--- config.mk ---
export PLATFORM = sky130hd
export DESIGN_NAME = pipe_hazard_ctrl
export DESIGN_NICKNAME = d
export VERILOG_FILES = /design/src/rtl/pipe_hazard_ctrl.sv
export SDC_FILE = /design/constraint.sdc
export NUM_CORES = 1
export LEC_CHECK = 0
export ABC_AREA = 1
export CAP_MARGIN = 20
export CORE_ASPECT_RATIO = 0.75
export CORE_MARGIN = 3
export CORE_UTILIZATION = 43
export CTS_BUF_LIST = sky130_fd_sc_hd__clkbuf_8
export DETAILED_ROUTE_END_ITERATION = 8
export HOLD_SLACK_MARGIN = 0.08
export MAX_ROUTING_LAYER = met4
export PLACE_DENSITY = 0.83
export SKIP_LAST_GASP = 1
export SYNTH_ARGS = -nofsm -noshare
export SYNTH_HDL_FRONTEND = slang
export SYNTH_SLANG_ARGS = --single-unit
--- constraint.sdc ---
create_clock -name clk -period 2 [get_ports clk]
set_input_delay 0.4 -clock clk [delete_from_list [all_inputs] [get_ports clk]]
set_output_delay 0.4 -clock clk [all_outputs]
set_load 0.005 [all_outputs]
--- src/rtl/pipe_hazard_ctrl.sv ---
// pipe_hazard_ctrl
// Hazard and stall sequencer for the five-stage pipeline. Each cycle it decides
// whether IF/ID loads, holds (data_hazard) or takes the NO_OP word (PC_hazard),
// and drives PC enable, ID/EX bubble and EX/MEM hold. It handles load-use
// stalls, taken-branch/jump flushes and data-memory wait freezes.
//
// Ports
//   clk, rst_n                      clock, async active-low reset
//   id_rs, id_rt, id_uses_rs/rt     ID-stage source operands
//   id_jump                         ID holds a J-type jump
//   ex_rd, ex_mem_read              EX-stage destination / load flag
//   ex_branch_taken                 EX-stage branch resolved taken
//   dmem_req, dmem_ready            MEM-stage access handshake
//   data_hazard, PC_hazard          IF/ID hold / IF/ID load NO_OP
//   pc_stall, idex_bubble           PC hold / ID/EX bubble
//   exmem_hold                      EX/MEM and MEM/WB hold
//   mem_timeout                     sticky data-memory wait timeout
//   hazard_state                    registered FSM state
//   stall_count, flush_count        perf counters
//
// Optional feature: define HAZARD_PERF_CNT_EN to build the saturating perf
// counters; otherwise both counter ports are tied to 0.
//
// state      | meaning
// RUN        | no hazard sequence in progress
// LOAD_STALL | holding IF/ID and PC for the remaining load-use bubbles
// FLUSH      | loading NO_OPs into IF/ID after a taken branch
// MEM_WAIT   | pipeline frozen on data memory; ret_state_q holds where to resume

module pipe_hazard_ctrl #(
  parameter int LOAD_STALL_CYCLES = 1,
  parameter int FLUSH_CYCLES      = 2,
  parameter int WAIT_TIMEOUT      = 255
) (
  input  logic        clk,
  input  logic        rst_n,
  input  logic [4:0]  id_rs,
  input  logic [4:0]  id_rt,
  input  logic        id_uses_rs,
  input  logic        id_uses_rt,
  input  logic        id_jump,
  input  logic [4:0]  ex_rd,
  input  logic        ex_mem_read,
  input  logic        ex_branch_taken,
  input  logic        dmem_req,
  input  logic        dmem_ready,
  output logic        data_hazard,
  output logic        PC_hazard,
  output logic        pc_stall,
  output logic        idex_bubble,
  output logic        exmem_hold,
  output logic        mem_timeout,
  output logic [1:0]  hazard_state,
  output logic [15:0] stall_count,
  output logic [15:0] flush_count
);

  localparam logic [1:0] ST_RUN        = 2'd0;
  localparam logic [1:0] ST_LOAD_STALL = 2'd1;
  localparam logic [1:0] ST_FLUSH      = 2'd2;
  localparam logic [1:0] ST_MEM_WAIT   = 2'd3;

  localparam int         LS_M1     = LOAD_STALL_CYCLES - 1;
  localparam int         FL_M1     = FLUSH_CYCLES - 1;
  localparam logic [1:0] LS_RELOAD = LS_M1[1:0];
  localparam logic [1:0] FL_RELOAD = FL_M1[1:0];

  // Wait counter is at least 8 bits, wider only if the timeout needs it.
  localparam int WW_MIN = $clog2(WAIT_TIMEOUT + 1);
  localparam int WW     = (WW_MIN > 8) ? WW_MIN : 8;
  localparam logic [WW:0] WT_VAL = WAIT_TIMEOUT[WW:0];

  logic [1:0]    state_q, state_d;
  logic [1:0]    ret_state_q, ret_state_d;
  logic [1:0]    cnt_q, cnt_d;
  logic [WW-1:0] wait_cnt_q, wait_cnt_d;
  logic          timeout_q, timeout_d;

  logic          lu;
  logic          fz;
  logic [1:0]    eff_state;
  logic [WW:0]   wait_inc;
  logic          timeout_hit;

  logic dh_c, ph_c, pcs_c, bub_c, hold_c;

  assign lu = ex_mem_read && (ex_rd != 5'd0) &&
              ((id_uses_rs && (ex_rd == id_rs)) || (id_uses_rt && (ex_rd == id_rt)));
  assign fz = dmem_req && !dmem_ready;

  // Once a freeze lifts, behave exactly as the interrupted state would.
  assign eff_state = (state_q == ST_MEM_WAIT) ? ret_state_q : state_q;

  // Count the current freeze cycle too, so the flag is visible in the cycle
  // the limit is reached rather than one cycle later.
  assign wait_inc    = {1'b0, wait_cnt_q} + {{WW{1'b0}}, 1'b1};
  assign timeout_hit = fz && (wait_inc >= WT_VAL);

  always_ff @(posedge clk or negedge rst_n) begin
    if (!rst_n) begin
      state_q     <= ST_RUN;
      ret_state_q <= ST_RUN;
      cnt_q       <= 2'd0;
      wait_cnt_q  <= '0;
      timeout_q   <= 1'b0;
    end else begin
      state_q     <= state_d;
      ret_state_q <= ret_state_d;
      cnt_q       <= cnt_d;
      wait_cnt_q  <= wait_cnt_d;
      timeout_q   <= timeout_d;
    end
  end

  always_comb begin
    state_d     = state_q;
    ret_state_d = ret_state_q;
    cnt_d       = cnt_q;
    if (fz) begin
      state_d = ST_MEM_WAIT;
      if (state_q != ST_MEM_WAIT) ret_state_d = state_q;
    end else if (ex_branch_taken) begin
      if (FLUSH_CYCLES > 1) begin
        cnt_d   = FL_RELOAD;
        state_d = ST_FLUSH;
      end else begin
        cnt_d   = 2'd0;
        state_d = ST_RUN;
      end
    end else begin
      case (eff_state)
        ST_LOAD_STALL, ST_FLUSH: begin
          cnt_d   = (cnt_q == 2'd0) ? 2'd0 : cnt_q - 2'd1;
          state_d = (cnt_q <= 2'd1) ? ST_RUN : eff_state;
        end
        default: begin
          state_d = ST_RUN;
          if (lu && (LOAD_STALL_CYCLES > 1)) begin
            cnt_d   = LS_RELOAD;
            state_d = ST_LOAD_STALL;
          end
        end
      endcase
    end
  end

  always_comb begin
    wait_cnt_d = '0;
    if (fz) wait_cnt_d = (wait_inc > WT_VAL) ? wait_cnt_q : wait_inc[WW-1:0];
    timeout_d = timeout_q || timeout_hit;
  end

  always_comb begin
    dh_c   = 1'b0;
    ph_c   = 1'b0;
    pcs_c  = 1'b0;
    bub_c  = 1'b0;
    hold_c = 1'b0;
    if (fz) begin
      dh_c   = 1'b1;
      pcs_c  = 1'b1;
      hold_c = 1'b1;
    end else if (ex_branch_taken) begin
      ph_c  = 1'b1;
      bub_c = 1'b1;
    end else begin
      case (eff_state)
        ST_LOAD_STALL: begin
          dh_c  = 1'b1;
          pcs_c = 1'b1;
          bub_c = 1'b1;
        end
        ST_FLUSH: ph_c = 1'b1;
        default: begin
          if (lu) begin
            dh_c  = 1'b1;
            pcs_c = 1'b1;
            bub_c = 1'b1;
          end else if (id_jump) begin
            ph_c = 1'b1;
          end
        end
      endcase
    end
  end

  // Mealy outputs are forced low while reset is asserted so an aborted stall
  // or flush leaves no residual bubble.
  assign data_hazard  = rst_n && dh_c;
  assign PC_hazard    = rst_n && ph_c;
  assign pc_stall     = rst_n && pcs_c;
  assign idex_bubble  = rst_n && bub_c;
  assign exmem_hold   = rst_n && hold_c;
  assign mem_timeout  = rst_n && (timeout_q || timeout_hit);
  assign hazard_state = state_q;

`ifdef HAZARD_PERF_CNT_EN
  logic [15:0] stall_count_q, stall_count_d;
  logic [15:0] flush_count_q, flush_count_d;

  always_comb begin
    stall_count_d = stall_count_q;
    flush_count_d = flush_count_q;
    if (pc_stall && (stall_count_q != 16'hFFFF)) stall_count_d = stall_count_q + 16'd1;
    if (PC_hazard && (flush_count_q != 16'hFFFF)) flush_count_d = flush_count_q + 16'd1;
  end

  always_ff @(posedge clk or negedge rst_n) begin
    if (!rst_n) begin
      stall_count_q <= 16'd0;
      flush_count_q <= 16'd0;
    end else begin
      stall_count_q <= stall_count_d;
      flush_count_q <= flush_count_d;
    end
  end

  assign stall_count = stall_count_q;
  assign flush_count = flush_count_q;
`else
  assign stall_count = 16'd0;
  assign flush_count = 16'd0;
`endif

endmodule

# After elaboration in Yosys (flattened, before gate mapping)
# Cells that the tools add are included.
dict set report classes {
  add_sub_neg 2
  magnitude_cmp 3
  n_eq_ne 7
  mux 22
  bitwise 1
  n_reduce_logical 20
}
# op count
set op_table {}
lappend op_table {{2-to-1 mux 2 bit} 8}
lappend op_table {{2-to-1 mux 8 bit} 2}
lappend op_table {{logical AND 1 bit} 11}
lappend op_table {{== test 5 bit} 2}
lappend op_table {{2-to-1 mux 1 bit} 10}
lappend op_table {{adder 8 x 1 -> 9 bit (second input constant)} 1}
lappend op_table {{>= comparator 9 x 8 -> 1 bit (second input constant)} 1}
lappend op_table {{greater-than comparator 9 x 8 -> 1 bit (second input constant)} 1}
lappend op_table {{nonzero test 5 bit} 1}
lappend op_table {{== test 2 bit (second input constant)} 2}
lappend op_table {{!= test 2 bit (second input constant)} 2}
lappend op_table {{one-hot mux 1 bit (2 select lines)} 2}
lappend op_table {{AND reduction 2 bit} 2}
lappend op_table {{== test 2 x 1 -> 1 bit (second input constant)} 1}
lappend op_table {{less-or-equal comparator 2 x 1 -> 1 bit (second input constant)} 1}
lappend op_table {{zero test 2 bit} 1}
lappend op_table {{logical OR 1 bit} 2}
lappend op_table {{nonzero test 2 bit} 1}
lappend op_table {{OR reduction 2 bit} 1}
lappend op_table {{subtractor 2 x 1 -> 2 bit (second input constant)} 1}
lappend op_table {{zero test 1 bit} 1}
lappend op_table {{NOT 1 bit} 1}
dict set report totals {
  ff_bits 15
  inputBits 24
  out_inout_bits 40
  elab_cells 60
}

# Logic depth before layout (Yosys ltp)
# Gate-level depths: netlist of run 1.
dict set report depth {
  ltp_word 9
  mapped_depth 12
  ltp_nobuf 12
}

# Worst setup path before layout of run 1
# No wires, ideal clock.
dict set report synth_path {
  path_kind {register -> output}
  from {register wait_cnt_q[0]}
  to {output mem_timeout}
  t_arrival_ns 1.457
  required_ns 1.600
  slack_ns 0.143
  path_stages_with_launch 12
  n_path_buf 0
  path_cell_list {dfrtp_1 > ha_1 > nand2_2 > nor2_2 > nand2_1 > nand2_1 > nand2_2 > nor2_4 > nand3_2 > nand2_4 > nand2_2 > a21oi_2}
}
dict set report synth_via {
  elab_chain_cells 5
}
# element line
set synth_rtl {}
lappend synth_rtl {{start, declared} 76} ;# logic [WW-1:0] wait_cnt_q, wait_cnt_d;
lappend synth_rtl {{start signal, assigned} 110} ;# wait_cnt_q <= wait_cnt_d;
lappend synth_rtl {{adder 8 x 1 -> 9 bit} 96} ;# assign wait_inc = {1'b0, wait_cnt_q} + {{WW{1'b0}}, 1'b1};
lappend synth_rtl {{>= comparator 9 x 8 -> 1 bit} 97} ;# assign timeout_hit = fz && (wait_inc >= WT_VAL);
lappend synth_rtl {{logical AND 1 bit} 97}
lappend synth_rtl {{logical OR 1 bit} 194} ;# assign mem_timeout = rst_n && (timeout_q || timeout_hit);
lappend synth_rtl {{logical AND 1 bit} 194}
lappend synth_rtl {{end, declared} 52} ;# output logic mem_timeout,
# Every way passes these cells.

# Worst setup path in the final report of run 1
# Ends and elaborated chain as after synthesis.

==> summary.txt, run 1 <==
Status
  • Status: finished, violations left
  • Failing checks: negative setup slack

Die
  • DIE HEIGHT: 55.7 um
  • Rows: 17
  • DIE AREA: 0.00402 mm2
  • IO Pins: 64
  • Die Wd: 72.2 um
  • Initial Util: 0.465
  • Core ar.: 0.00304 mm2

STA
  • Max-slew violation count: 0
  • Worst Clk Skew: 2.99 ps
  • Setup ws final: -265 ps
  • Final hold viol count: 0
  • Final min period: 2260 ps
  • Final setup vio count: 5
  • Unrepaired setup endpoints after global routing: yes
  • Fin Hold WS: 486 ps
  • F_max: 442 MHz
  • Setup TNS: -486 ps
  • Tcrit/Tclk final: 1.13

Clock tree
  • CTS tree: yes
  • Clock buffer depth: 2
  • Clock sinks: 15
  • CTS Root Cell: clkbuf_8
  • TritonCTS buffer count: 3
  • Worst-skew pair later-pin latency: 260 ps
  • H-tree depth: 1
  • CTS clk-pin slew, worst paths: 70 ps

Route
  • Antenna viol nets, final: 0
  • Drt pass-1 iters: 4
  • # DRC: 0
  • Routed wire length: 4.43 mm
  • Vias per Instance: 4.92
  • Avg WL per Cell: 14.0 um
  • Initial DRC Count: 102
  • Vias: 1556

Setup path
  • Reg2Reg Setup Slack: 120 ps
  • Crit path capture: mem_timeout
  • Reg-to-reg endpoint: cnt_q[0]
  • Critical Path, Cell by Cell: inv_1 -> buf_4 -> nor2_1 -> nand2_1 -> nand3_4 -> nor2_4 -> nand4_1 -> nand2_1 -> inv_2 -> a21oi_2 -> buf_2
  • CP Launch Type: register
  • Worst Setup End Kind: primary output
  • Arr. time, crit path: 1860 ps
  • Crit path from: wait_cnt_q[0]
  • Critical path class: reg2out
  • Worst r2r src: hazard_state[1]
  • CP Max Fanout: 4
  • Crit path top cell by count: nand2_1
  • Worst reg-to-reg path cell count: 11
  • WP data required: 1600 ps
  • Max incr delay on CP: 460 ps
  • Worst path slowest cell: dfrtp_2

Pwr
  • Pwr dens: 410 mW/mm2
  • Lkg Pwr: 0.00111 uW
  • Worst vdd ir: 0.000216 V

Logic synthesis
  • Yosys cell types: 28
  • Post-synth EDFFs: 0
  • Mapped Cells: 207
  • Post-synth ARST share: 1.00
  • Synthesized flop and latch total: 15
  • Yosys warning total: 0
  • Synthesized area: 0.00141 mm2
  • Avg Inst Size Synth: 6.83 um2
  • Top FF cell, synth: dfrtp_1
  • Register area share after synthesis: 0.265

GRT
  • Global-route usage over all layers: 0.198
  • Vias in the first global route: 1347
  • First-pass GRT wire length: 6.14 mm
  • Initial antenna violation count: 0
  • Grt total ovfl: 0
  • Largest net degree at the start of global routing: 15

Min path
  • Hold Path Class: reg2reg

Placement
  • DP Area: 0.00182 mm2
  • Final HPWL DP: 2.78 mm
  • RePlAce Congestion: 0.906
  • Placed cells: 297
  • Port Buffers: 31

Layout
  • Post-route design area: 0.00212 mm2
  • Layout area overhead: 50.3%
  • # nets final: 307
  • N_diodes: 0
  • Filler instances: 237
  • Storage cell area: 380 um2
  • Non-Filler Instances: 316
  • End-of-flow core utilization: 0.698
  • Share of cells above drive strength 1: 0.363
  • Area of the multi-input gates: 962 um2

Job
  • MaxCap Viol Count: 0
## report_power, final
group	switching [uW]	internal (uW)	total (uW)
Clock	127	139	266
Sequential	11.2	318	329
Combinational	142	134	276
Total	281	590	871
## synth_stat cells (2+ instances only)
cell type  count  share of area
nand3_2        2          0.014
nand2_1       40           0.11
o21ai_1        2         0.0071
buf_4         33           0.18
dfrtp_1       15           0.27
o21ai_0        7          0.025
inv_1         30          0.080
xor2_1         4          0.025
nand2_2        5          0.022
nand3_1       17          0.060
ha_1           4          0.035
nand4_1        4          0.018
nor2_1        24          0.064
a21oi_1        6          0.021
## cells in the final DEF (no fill, tap or decap), types with 2 or more instances in the layout
cell	n
inv_4	2
conb_1	32
nand3_4	3
xor2_1	4
nand4_1	4
nor2_1	18
a21oi_1	3
a21oi_4	2
o21ai_0	3
nand2_2	10
nand3_1	11
ha_4	3
nor2_2	3
inv_1	22
buf_4	39
dfrtp_1	11
inv_2	6
clkbuf_8	3
clkdlybuf4s50_1	9
o21ai_1	6
a21oi_2	2
dfrtp_2	4
buf_2	4
buf_6	2
dlygate4sd2_1	16
nor2_4	5
nand3_2	6
nand2_1	33
nand2_4	3
## worst min-delay path by stage
stage,start,endpoint,slack (ps),cells past startpoint
after floorplan,rst_n,cnt_q[0],100,0
after global placement,cnt_q[0],cnt_q[0],470,2
after detailed placement,cnt_q[0],cnt_q[0],480,2
after CTS,cnt_q[0],cnt_q[0],490,2
after global routing,rst_n,cnt_q[0],520,2
final,cnt_q[0],cnt_q[0],490,2
## metal layers
layer  part of all wire  global-route usage  vias up
met5                  0                   -        -
met4              0.017              0.0590        0
met3              0.077              0.0397       12
met2               0.51               0.309       79
met1               0.40               0.259      741
li1                   -                   -      724
## repair_timing
action / 4_1_cts / 5_1_grt
setup endpoints to repair: 6 / 8
buffers inserted: 9 / 6
pin swaps: 25 / 13
hold buffers: 0 / 0
gates resized for setup: 57 / 40
## sequential cells by signal (all words and copies together), names as in the netlist
signal,flops
hazard_state,2
wait_cnt_q,8
timeout_q,1
cnt_q,2
ret_state_q,2
## through the flow
step / total power [uW] / setup WS [ps]
detailed placement: 542 / -582
CTS: 816 / -269
global placement: 535 / -579
floorplan: 466 / 143
global route: 911 / -407
finish: 871 / -265
## critical path: cells and delay by family, from the launching register on
family | cells | cell delay (ps)
AND/OR/NAND/NOR | 6 | 630
flip-flops | 1 | 460
buffers and inverters | 4 | 420
AO/OA/AOI/OAI | 1 | 110
## layout make-up
type,instances,share of cell area
Clock buffer,3,0.0194
Clock inverter,1,0.00236
Inverter,30,0.0554
Multi-Input combinational cell,158,0.453
Sequential cell,15,0.179
Tap cell,38,0.0224
Timing Repair Buffer,71,0.269
## cell families after synthesis
family,synth area share
and+or+nand+nor,0.326
buffers and inverters,0.261
AOI/OAI and AO/OA,0.0850
DFF,0.265
xor gates and xnor gates,0.0248
adders and majority gates,0.0354
other,0.00265
(Power assumes the default switching activity.)
==> run 2: changes to the inputs <==
- SLEW_MARGIN: unset -> 20
- clock period: 2 -> 2.5 ns (I/O delays scaled with it)
==> run 2 against run 1 <==
  * The run now ends clean
  * First-iteration DRC count shrank 18%
  * Final cell count down 8.2%
  * Critical path depth is 1 lower
  * Clock power decreased by 24%
==> summary.txt, run 2 (synthesized netlist as in run 1, its figures left out) <==
STA
  • Final hold viol count: 0
  • Worst Clk Skew: 2.81 ps
  • Setup ws final: 113 ps
  • Max-slew violation count: 0
  • F_max: 419 MHz
  • Final setup vio count: 0
  • Tcrit/Tclk final: 0.955
  • Unrepaired setup endpoints after global routing: yes
  • Final min period: 2390 ps

Pwr
  • Clock Power Share: 0.322
  • Total power draw: 628 uW
  • NetSw: 185 uW
  • Power Internal: 443 uW
  • Net Sw Frac: 0.294
  • Gate power share: 0.262
  • Worst vdd ir: 0.000264 V
  • Lkg Pwr: 0.000958 uW
  • Reg power frac: 0.416
  • Pwr dens: 346 mW/mm2

Clock tree
  • CTS tree: yes
  • H-tree depth: 1
  • Worst-skew pair later-pin latency: 250 ps
  • CTS Root Cell: clkbuf_8
  • TritonCTS buffer count: 3
  • Clock sinks: 15
  • Clock buffer depth: 2
  • CTS Hold Bufs: 0
  • CTS clk-pin slew, worst paths: 60 ps

Die
  • IO Pins: 64
  • DIE AREA: 0.00402 mm2
  • Initial Util: 0.465
  • Rows: 17
  • DIE HEIGHT: 55.7 um
  • Core ar.: 0.00304 mm2
  • Die Wd: 72.2 um

Route
  • Drt pass-1 iters: 4
  • Vias: 1292
  • Initial DRC Count: 84
  • Vias per Instance: 4.46
  • Antenna viol nets, final: 0
  • # DRC: 0
  • Routed wire length: 3.26 mm
  • Avg WL per Cell: 11.3 um

Setup path
  • Worst path slowest cell: dfrtp_1
  • Worst reg-to-reg path cell count: 11
  • Arr. time, crit path: 1890 ps
  • Worst r2r src: wait_cnt_q[0]
  • Reg2Reg Setup Slack: 670 ps
  • Critical path class: reg2out
  • CP Max Fanout: 3
  • Worst Setup End Kind: primary output
  • Max incr delay on CP: 450 ps
  • WP data required: 2000 ps
  • Critical Path, Cell by Cell: inv_1 -> ha_1 -> nor2_1 -> nand3_1 -> nor2_1 -> nand3_2 -> nand2_4 -> nand2_2 -> a21oi_2 -> clkbuf_2
  • Reg-to-reg endpoint: wait_cnt_q[2]
  • Crit path top cell by count: nor2_1
  • CP Launch Type: register

Placement
  • Port Buffers: 31
  • Final HPWL DP: 2.57 mm
  • Place WS: -306 ps
  • Placed cells: 285
  • DP Area: 0.00173 mm2
  • RePlAce Congestion: 0.892

Layout
  • Max FFs per register: 8
  • Most frequent cells in the layout: 39 x nand2_1, 32 x conb_1, 29 x inv_1
  • # nets final: 281
  • Commonest non-fill, non-tap cell in the layout: nand2_1
  • Filler instances: 281
  • Share of cells above drive strength 1: 0.190
  • Layout area overhead: 28.5%
  • Non-Filler Instances: 290
  • Largest Register: wait_cnt_q
  • N_diodes: 0
  • Post-route design area: 0.00182 mm2

Min path
  • Hold depth: 2
  • Hold path startpoint: cnt_q[0]
  • Hold Crit Endpoint: cnt_q[0]
  • Hold Path Class: reg2reg

Status
  • Status: finished clean

Job
  • MaxCap Viol Count: 0

GRT
  • Largest net degree at the start of global routing: 15
  • Global-route usage over all layers: 0.173
  • Vias in the first global route: 1169
  • Grt total ovfl: 0
  • Initial antenna violation count: 0
  • First-pass GRT wire length: 5.38 mm
-- run 2: per-stage QoR --
| step | util | hold WS (ps) | setup TNS [ps] |
|---|---|---|---|
| finish | 0.597 | 507 | 0 |
| global route | 0.597 | 546 | -70.7 |
| CTS | 0.591 | 504 | -247 |
| detailed placement | 0.568 | 487 | -1160 |
| global placement | 0.568 | 463 | -1020 |
| floorplan | - | 204 | 0 |
-- run 2: how the worst max path moves through the flow --
stage	start	end	slack (ps)	cells past startpoint
after global routing	wait_cnt_q[1]	mem_timeout	-40	11
final	wait_cnt_q[0]	mem_timeout	110	10
after CTS	wait_cnt_q[1]	mem_timeout	-250	12
after detailed placement	ex_rd[0]	pc_stall	-310	11
after floorplan	wait_cnt_q[0]	mem_timeout	540	11
after global placement	ex_rd[0]	pc_stall	-260	11
-- run 2: routing by layer --
layer | share of wire | GRT usage | routed length [um]
met3 | 0.061 | 0.0433 | 199
met5 | 0 | - | 0
met4 | 0.0043 | 0.0483 | 14
met1 | 0.49 | 0.245 | 1590
met2 | 0.45 | 0.243 | 1460
-- run 2: timing repair --
action | 4_1_cts | 5_1_grt
resized for setup | 9 | 23
pin swaps | 2 | 4
setup endpoints to repair | 5 | 6
buffers inserted | 1 | 0
-- run 2: worst max-delay path, delay by kind of cell (launching register included) --
family / cells / cell delay [ps]
and+or+nand+nor: 6 / 530
AOI/OAI and AO/OA: 1 / 120
DFF: 1 / 450
adders and majority gates: 1 / 310
buffers and inverters: 2 / 220
-- run 2: area by class of cell --
class | instances | area [um2] | share of cell area
Inverter | 30 | 113 | 0.0620
Clock buffer | 3 | 41.3 | 0.0227
Timing Repair Buffer | 45 | 392 | 0.216
Clock inverter | 1 | 5.00 | 0.00275
Multi-Input combinational cell | 158 | 843 | 0.464
Sequential cell | 15 | 375 | 0.207
Tap cell | 38 | 47.5 | 0.0262
-- run 2: power groups by stage --
stage                     clock [uW]  combinational (uW)  sequential (uW)
after floorplan                    0                 109              264
after global placement             0                 152              264
after detailed placement           0                 155              265
after CTS                        210                 154              261
after global routing             227                 187              263
final                            202                 165              261
==> run 3: changes to the inputs <==
- ABC_AREA: 1 -> unset
- CORE_UTILIZATION: 43 -> 42
- PLACE_DENSITY: 0.83 -> 0.82
- SKIP_CTS_REPAIR_TIMING: unset -> 1
==> run 3 against run 2 <==
  * First-iteration DRC count rose by 4.8%
  * Die area fell by 1.7%
  * Combinational power rose by 5%
  * Fmax fell by 2.3%
  * Clock skew fell by 2.0 ps
==> summary.txt, run 3 <==
Status
  • Status: finished clean

Logic synthesis
  • Post-synth ARST share: 1.00
  • Yosys warning total: 0
  • Commonest cells post-synth: 33 x buf_4, 15 x dfrtp_1, 11 x a21oi_1, 11 x xor2_1, 10 x nor2_1
  • Top cells by area, synth: dfrtp_1 28%, buf_4 18%, xor2_1 7.1%, a21oi_1 4.1%, ha_1 3.7%
  • Count leader, synth: buf_4
  • Mapped Cells: 162
  • Synthesized flop and latch total: 15
  • Synth area leader: dfrtp_1
  • Synth top area share: 0.277
  • Top FF cell, synth: dfrtp_1
  • Avg Inst Size Synth: 8.36 um2
  • Register area share after synthesis: 0.277
  • Synthesized area: 0.00136 mm2
  • Yosys cell types: 37
  • Post-synth EDFFs: 0

STA
  • F_max: 409 MHz
  • Worst Clk Skew: 0.854 ps
  • Final hold viol count: 0
  • Max-slew violation count: 0
  • Final min period: 2440 ps
  • Setup ws final: 56.2 ps
  • Tcrit/Tclk final: 0.978
  • Unrepaired setup endpoints after global routing: yes
  • Final setup vio count: 0
  • Fin Hold WS: 469 ps

Clock tree
  • CTS clk-pin slew, worst paths: 60 ps
  • TritonCTS buffer count: 3
  • H-tree depth: 1
  • Worst-skew pair later-pin latency: 240 ps
  • CTS tree: yes
  • Clock sinks: 15
  • CTS Root Cell: clkbuf_8
  • Clock buffer depth: 2

Route
  • Antenna viol nets, final: 0
  • Initial DRC Count: 88
  • # DRC: 0
  • Avg WL per Cell: 13.5 um
  • Vias per Instance: 4.70
  • Routed wire length: 3.40 mm
  • Drt pass-1 iters: 4
  • Vias: 1185

Setup path
  • Reg-to-reg endpoint: wait_cnt_q[1]
  • Crit path from: dmem_req
  • WP data required: 2000 ps
  • Crit path capture: exmem_hold
  • Worst reg-to-reg path cell count: 9
  • Worst r2r src: wait_cnt_q[0]
  • CP Max Fanout: 9
  • CP Launch Type: input port
  • Reg2Reg Setup Slack: 350 ps
  • Arr. time, crit path: 1940 ps
  • Critical path class: in2out
  • Worst Setup End Kind: primary output

Placement
  • Place WS: -681 ps
  • RePlAce Congestion: 0.863
  • Final HPWL DP: 2.70 mm
  • Port Buffers: 31

Layout
  • Share of cells above drive strength 1: 0.266
  • Largest Register: wait_cnt_q
  • Layout area overhead: 34.7%
  • Most frequent cells in the layout: 32 x conb_1, 24 x buf_4, 15 x dfrtp_1
  • Commonest non-fill, non-tap cell in the layout: conb_1
  • N_diodes: 0
  • # nets final: 243
  • Max FFs per register: 8
  • Filler instances: 276

GRT
  • Grt total ovfl: 0
  • Vias in the first global route: 1041
  • Largest net degree at the start of global routing: 11
  • Initial antenna violation count: 0
  • First-pass GRT wire length: 4.84 mm
  • Global-route usage over all layers: 0.166

Die
  • Core ar.: 0.00302 mm2
  • Initial Util: 0.449
  • DIE AREA: 0.00395 mm2
  • Die Wd: 71.6 um
  • Rows: 17
  • DIE HEIGHT: 55.2 um
  • IO Pins: 64

Pwr
  • Total power draw: 623 uW
  • Pwr dens: 341 mW/mm2
  • Worst vdd ir: 0.000395 V
  • Lkg Pwr: 0.000952 uW

Min path
  • Hold Path Class: reg2reg

Job
  • MaxCap Viol Count: 0
==> run 3: changes by cell type in the layout (fill, tap and decap cells not counted), moves of 4 or more <==
| cell | before | now |
|---|---|---|
| nand2_1 | 39 | 9 |
| inv_1 | 29 | 9 |
| clkdlybuf4s50_1 | 24 | 11 |
| nor2_1 | 21 | 10 |
| buf_4 | 14 | 24 |
| nand3_1 | 15 | 5 |
| dlymetal6s2s_1 | 1 | 9 |
| a21oi_1 | 4 | 10 |
| nand2_2 | 6 | 0 |
| xor2_1 | 4 | 10 |
| buf_6 | 0 | 5 |
| nand3_2 | 4 | 0 |
| nor2_2 | 4 | 0 |
==> run 3: how the worst min path moves through the flow <==
stage / startpoint / depth (start not counted) / to
after global placement: timeout_q / 1 / timeout_q
after floorplan: rst_n / 0 / cnt_q[0]
final: timeout_q / 1 / timeout_q
after detailed placement: timeout_q / 1 / timeout_q
after CTS: timeout_q / 1 / timeout_q
after global routing: timeout_q / 1 / timeout_q
==> run 3: area by class of cell <==
class / instances / area [um2] / share of cell area
multi-input cells: 132 / 838 / 0.459
repair buffers: 55 / 489 / 0.268
flip-flops and latches: 15 / 375 / 0.206
well taps: 38 / 47.5 / 0.0260
clock buffers: 3 / 41.3 / 0.0226
inverters: 8 / 30.0 / 0.0164
clock inverters: 1 / 3.75 / 0.00206
==> run 3: through the flow <==
stage,setup TNS [ps],area [um2],utilization,instances
after floorplan,0,1470,-,193
after global placement,-2450,1710,0.565,246
after detailed placement,-2580,1710,0.565,246
after CTS,-2910,1750,0.580,250
after global routing,-28.5,1830,0.604,252
final,0,1830,0.604,252
==> run 3: kinds of logic (layout without fill, tap and decap cells) <==
family | Yosys count | count (layout) | synth area share
adders and majority gates | 4 | 4 | 0.0369
other | 1 | 32 | 0.00277
DFF | 15 | 15 | 0.277
AOI/OAI and AO/OA | 32 | 32 | 0.150
and+or+nand+nor | 47 | 47 | 0.187
buffers and inverters | 46 | 67 | 0.235
muxes | 1 | 1 | 0.00739
xor gates and xnor gates | 16 | 16 | 0.103
==> run 3: worst max-delay path, stage by stage <==
cell             delay [ps]
clkdlybuf4s50_1         470
nor2b_2                 170
buf_4                   180
and2_1                  130
clkdlybuf4s50_1         500
==> run 3: layer usage <==
layer	global-route usage	part of all wire	routed length, um	vias up
met5	-	0	0	-
met3	0.0379	0.044	148	4
met4	0.0281	0.0091	31	0
li1	-	-	-	589
met1	0.215	0.45	1540	558
met2	0.274	0.49	1680	34
==> run 3: where the power goes <==
group	total (uW)	switching (uW)	leakage, uW	internal, uW
Sequential	261	6.59	0.000196	254
Clock	188	79.4	0.0000269	109
Combinational	174	86.6	0.000729	87.7
==> RTL change 1, RTL diff (settings of run 1) <==
Change the parameter `WAIT_TIMEOUT` from 255 to 510.
--- a/src/rtl/pipe_hazard_ctrl.sv
+++ b/src/rtl/pipe_hazard_ctrl.sv
@@ -30,7 +30,7 @@
 module pipe_hazard_ctrl #(
   parameter int LOAD_STALL_CYCLES = 1,
   parameter int FLUSH_CYCLES      = 2,
-  parameter int WAIT_TIMEOUT      = 255
+  parameter int WAIT_TIMEOUT      = 510
 ) (
   input  logic        clk,
   input  logic        rst_n,
Behaviour: same outputs for any inputs over 10 cycles, from zero or initial values and one cycle with rst_n low; that may be too few to reach the edited logic, so the function may still have changed.
==> RTL change 1 against run 1 <==
- utilization decreased by 2.5 points
- area after synthesis increased by 2.7%
- routed wire length decreased by 8.7%
- worst setup slack improved by 57 ps
- sequential cell count increased by 1
- final area decreased by 2.3%
- first-iteration DRC count decreased by 33%
- total power increased by 2.5%
- the run still ends with setup timing left
==> RTL change 1: results (changes against run 1) <==
Run status
  • Outcome: complete, but fails checks
  • Violations in the final reports: setup timing

Worst hold path
  • Tightest Hold Check Type: in2async

Detailed routing
  • Average detailed-routed wire length per instance: 13.00 um (-7.2%)
  • Routed length on met1: 1823 um (+3.5%)
  • Met3 wirelength from detailed routing: 244 um (-28%)

Worst setup path
  • Register-to-Register Path Depth: 13 (+2)
  • Worst reg2reg path endpoint: wait_cnt_q[8]
  • Startpoint of the lowest-slack register-to-register path: wait_cnt_q[0]
  • CP max FO: 3 (-1)
  • Worst setup slack for register-to-register paths: 10 ps (-110 ps)

Yosys
  • Compound-cell area share of the yosys netlist: 0.09647 (+0.01151)
  • Synth area leaders: sky130_fd_sc_hd__dfrtp_1 (28%), sky130_fd_sc_hd__buf_4 (17%), sky130_fd_sc_hd__nand2_1 (9.8%)
  • Sequential fraction of the synthesis area: 0.2756 (+0.01014)
  • Post-synthesis adder-cell area fraction: 0.03445 (-0.0009452)

GRT
  • Global-route track usage on met3: 0.02862 (-0.01109)
  • Maximum number of pins on one net before global-route repair: 17 (+2)
  • First-pass GRT wire length: 6030 um (-1.8%)

Final layout
  • Number of clock buffer instances in the layout: 4 (+1)
  • # fillers: 249 (+5.1%)
  • Area fraction of clock buffers and clock inverters: 0.02652 (+0.004732)
  • Count of multi-input gates: 154 (-2.5%)

Pwr
  • Reported sequential group power: 0.347 mW (+5%)
  • Worst vdd ir: 0.0002499 V (+16%)
  • Reported leakage power: 1.091 nW (-2.2%)

STA
  • Final setup slack of the worst path: -207.3 ps (+57.26 ps)
  • Final setup fails: 5 (unchanged)

CTS
  • Setup Buffers After CTS: 6 (-3)

Place
  • Placed Cells incl. Taps: 295 (-0.67%)
RTL change 1: changes by cell type after synthesis, moves of 2 or more:
cell and change:
sky130_fd_sc_hd__inv_1 +4, sky130_fd_sc_hd__nand2_1 -2, sky130_fd_sc_hd__nand2_2 -3, sky130_fd_sc_hd__nand3_1 -4, sky130_fd_sc_hd__nor2_1 -6, sky130_fd_sc_hd__nor2_4 +2
sky130_fd_sc_hd__o21ai_0 +2, sky130_fd_sc_hd__o22ai_1 +2, sky130_fd_sc_hd__xnor2_1 +2
RTL change 1: stage by stage:
stage | hold slack (ps) | power (mW) | util | instance area (um2)
finish | 495.9 | 0.8925 | 0.6730 | 2076
global route | 535.1 | 0.9292 | 0.6730 | 2076
CTS | 509.7 | 0.8656 | 0.6381 | 1968
detailed placement | 498.1 | 0.5602 | 0.5968 | 1841
global placement | 466.2 | 0.5557 | 0.5968 | 1841
floorplan | 104.4 | 0.4840 | - | 1569
==> RTL change 2, RTL diff (flow settings as in run 1) <==
Without the edit above. Register the output `mem_timeout`, with the module's reset; this adds one clock of latency there. The other outputs are not delayed to match.
--- a/src/rtl/pipe_hazard_ctrl.sv
+++ b/src/rtl/pipe_hazard_ctrl.sv
@@ -191,7 +191,13 @@
   assign pc_stall     = rst_n && pcs_c;
   assign idex_bubble  = rst_n && bub_c;
   assign exmem_hold   = rst_n && hold_c;
-  assign mem_timeout  = rst_n && (timeout_q || timeout_hit);
+  always_ff @(posedge clk or negedge rst_n) begin
+    if (!rst_n) begin
+      mem_timeout <= '0;
+    end else begin
+      mem_timeout <= rst_n && (timeout_q || timeout_hit);
+    end
+  end
   assign hazard_state = state_q;
 
 `ifdef HAZARD_PERF_CNT_EN
Function: no difference found for any inputs over 10 cycles, from zero or initial values and one cycle with rst_n low; that may be too few to reach the edited logic, so the function may still have changed.
==> RTL change 2 against run 1 <==
- the run still ends with setup timing left
- clock power rose by 9.0%
- die area rose by 1.6%
- sequential share of layout area rose by 3.4 points
- worst setup slack improved by 250 ps
- final area fell by 12%
- total power rose by 0.34%
- area after synthesis rose by 1.8%
- routed wire length fell by 23%
- final cell count fell by 7.6%
- critical path type unchanged
- via count fell by 16%
- count of clock-buffer cells in the layout rose by 1
- critical path depth fell by 2
- sequential cell count rose by 1
==> RTL change 2: results (changes against run 1) <==
Run status
  • Outcome: complete, but fails checks
  • Violations in the final reports: setup timing

Detailed routing
  • Number of DRC markers after the initial detailed-route iteration: 74 (-27%)
  • Via density: 4.476 (-9.1%)
  • Met3 wirelength from detailed routing: 222 um (-35%)
  • Average detailed-routed wire length per instance: 11.68 um (-17%)

Pwr
  • Power per Cell Area: 465.5 mW/mm2 (+14%)
  • Reported leakage power: 1.001 nW (-10%)
  • Reported sequential group power: 0.348 mW (+6%)

STA
  • Worst hold slack: 513.2 ps (+27.14 ps)
  • Final-layout setup total negative slack: -33.33 ps (+452.6 ps)
  • Final setup slack of the worst path: -16.87 ps (+247.7 ps)
  • Final setup fails: 2 (-3)

Final layout
  • Proportion of cell area occupied by registers: 0.2133 (+0.03430)
  • # fillers: 281 (+19%)
  • Proportion of final cell area spent on non-clock buffers: 0.2067 (-0.06188)
  • Fin cells: 292 (-7.6%)

Yosys
  • Sequential fraction of the synthesis area: 0.2783 (+0.01277)
  • Synth area leaders: sky130_fd_sc_hd__dfrtp_1 (28%), sky130_fd_sc_hd__buf_4 (17%), sky130_fd_sc_hd__nand2_1 (10%)

GRT
  • Global-route track usage on met3: 0.04513 (+0.005415)
  • Global Route met1 Usage: 0.2448 (-0.01380)
  • Met2 capacity usage during global routing: 0.2725 (-0.03620)
  • First-pass GRT wire length: 5623 um (-8.4%)

Worst setup path
  • Library cell contributing the largest single delay on the critical path: sky130_fd_sc_hd__dfrtp_1
  • Worst setup path endpoint: pc_stall
  • Startpoint of the lowest-slack register-to-register path: wait_cnt_q[0]
  • Register-to-Register Path Depth: 12 (+1)
-- RTL change 2: cell types whose count changed in the layout (fill, tap and decap cells not counted), moves of 2 or more --
cell	change
sky130_fd_sc_hd__nor2_1	+4
sky130_fd_sc_hd__nor2_4	-3
sky130_fd_sc_hd__ha_4	-2
sky130_fd_sc_hd__nand3_1	+3
sky130_fd_sc_hd__buf_4	-24
sky130_fd_sc_hd__dfrtp_2	-4
sky130_fd_sc_hd__nand3_2	-2
sky130_fd_sc_hd__ha_1	+2
sky130_fd_sc_hd__dfrtp_1	+5
-- RTL change 2: worst min-delay path, stage by stage (launching register included) --
cell                      delay (ps)
sky130_fd_sc_hd__dfrtp_1         350
sky130_fd_sc_hd__nand2_1          70
sky130_fd_sc_hd__nand2_1          60
-- RTL change 2: logic make-up after synthesis --
logic type      synth area share
other cells             0.002606
fa+ha+maj                0.03478
xor+xnor                 0.02435
buf+inv                   0.2565
simple gates              0.3200
flops                     0.2783
compound gates           0.08348
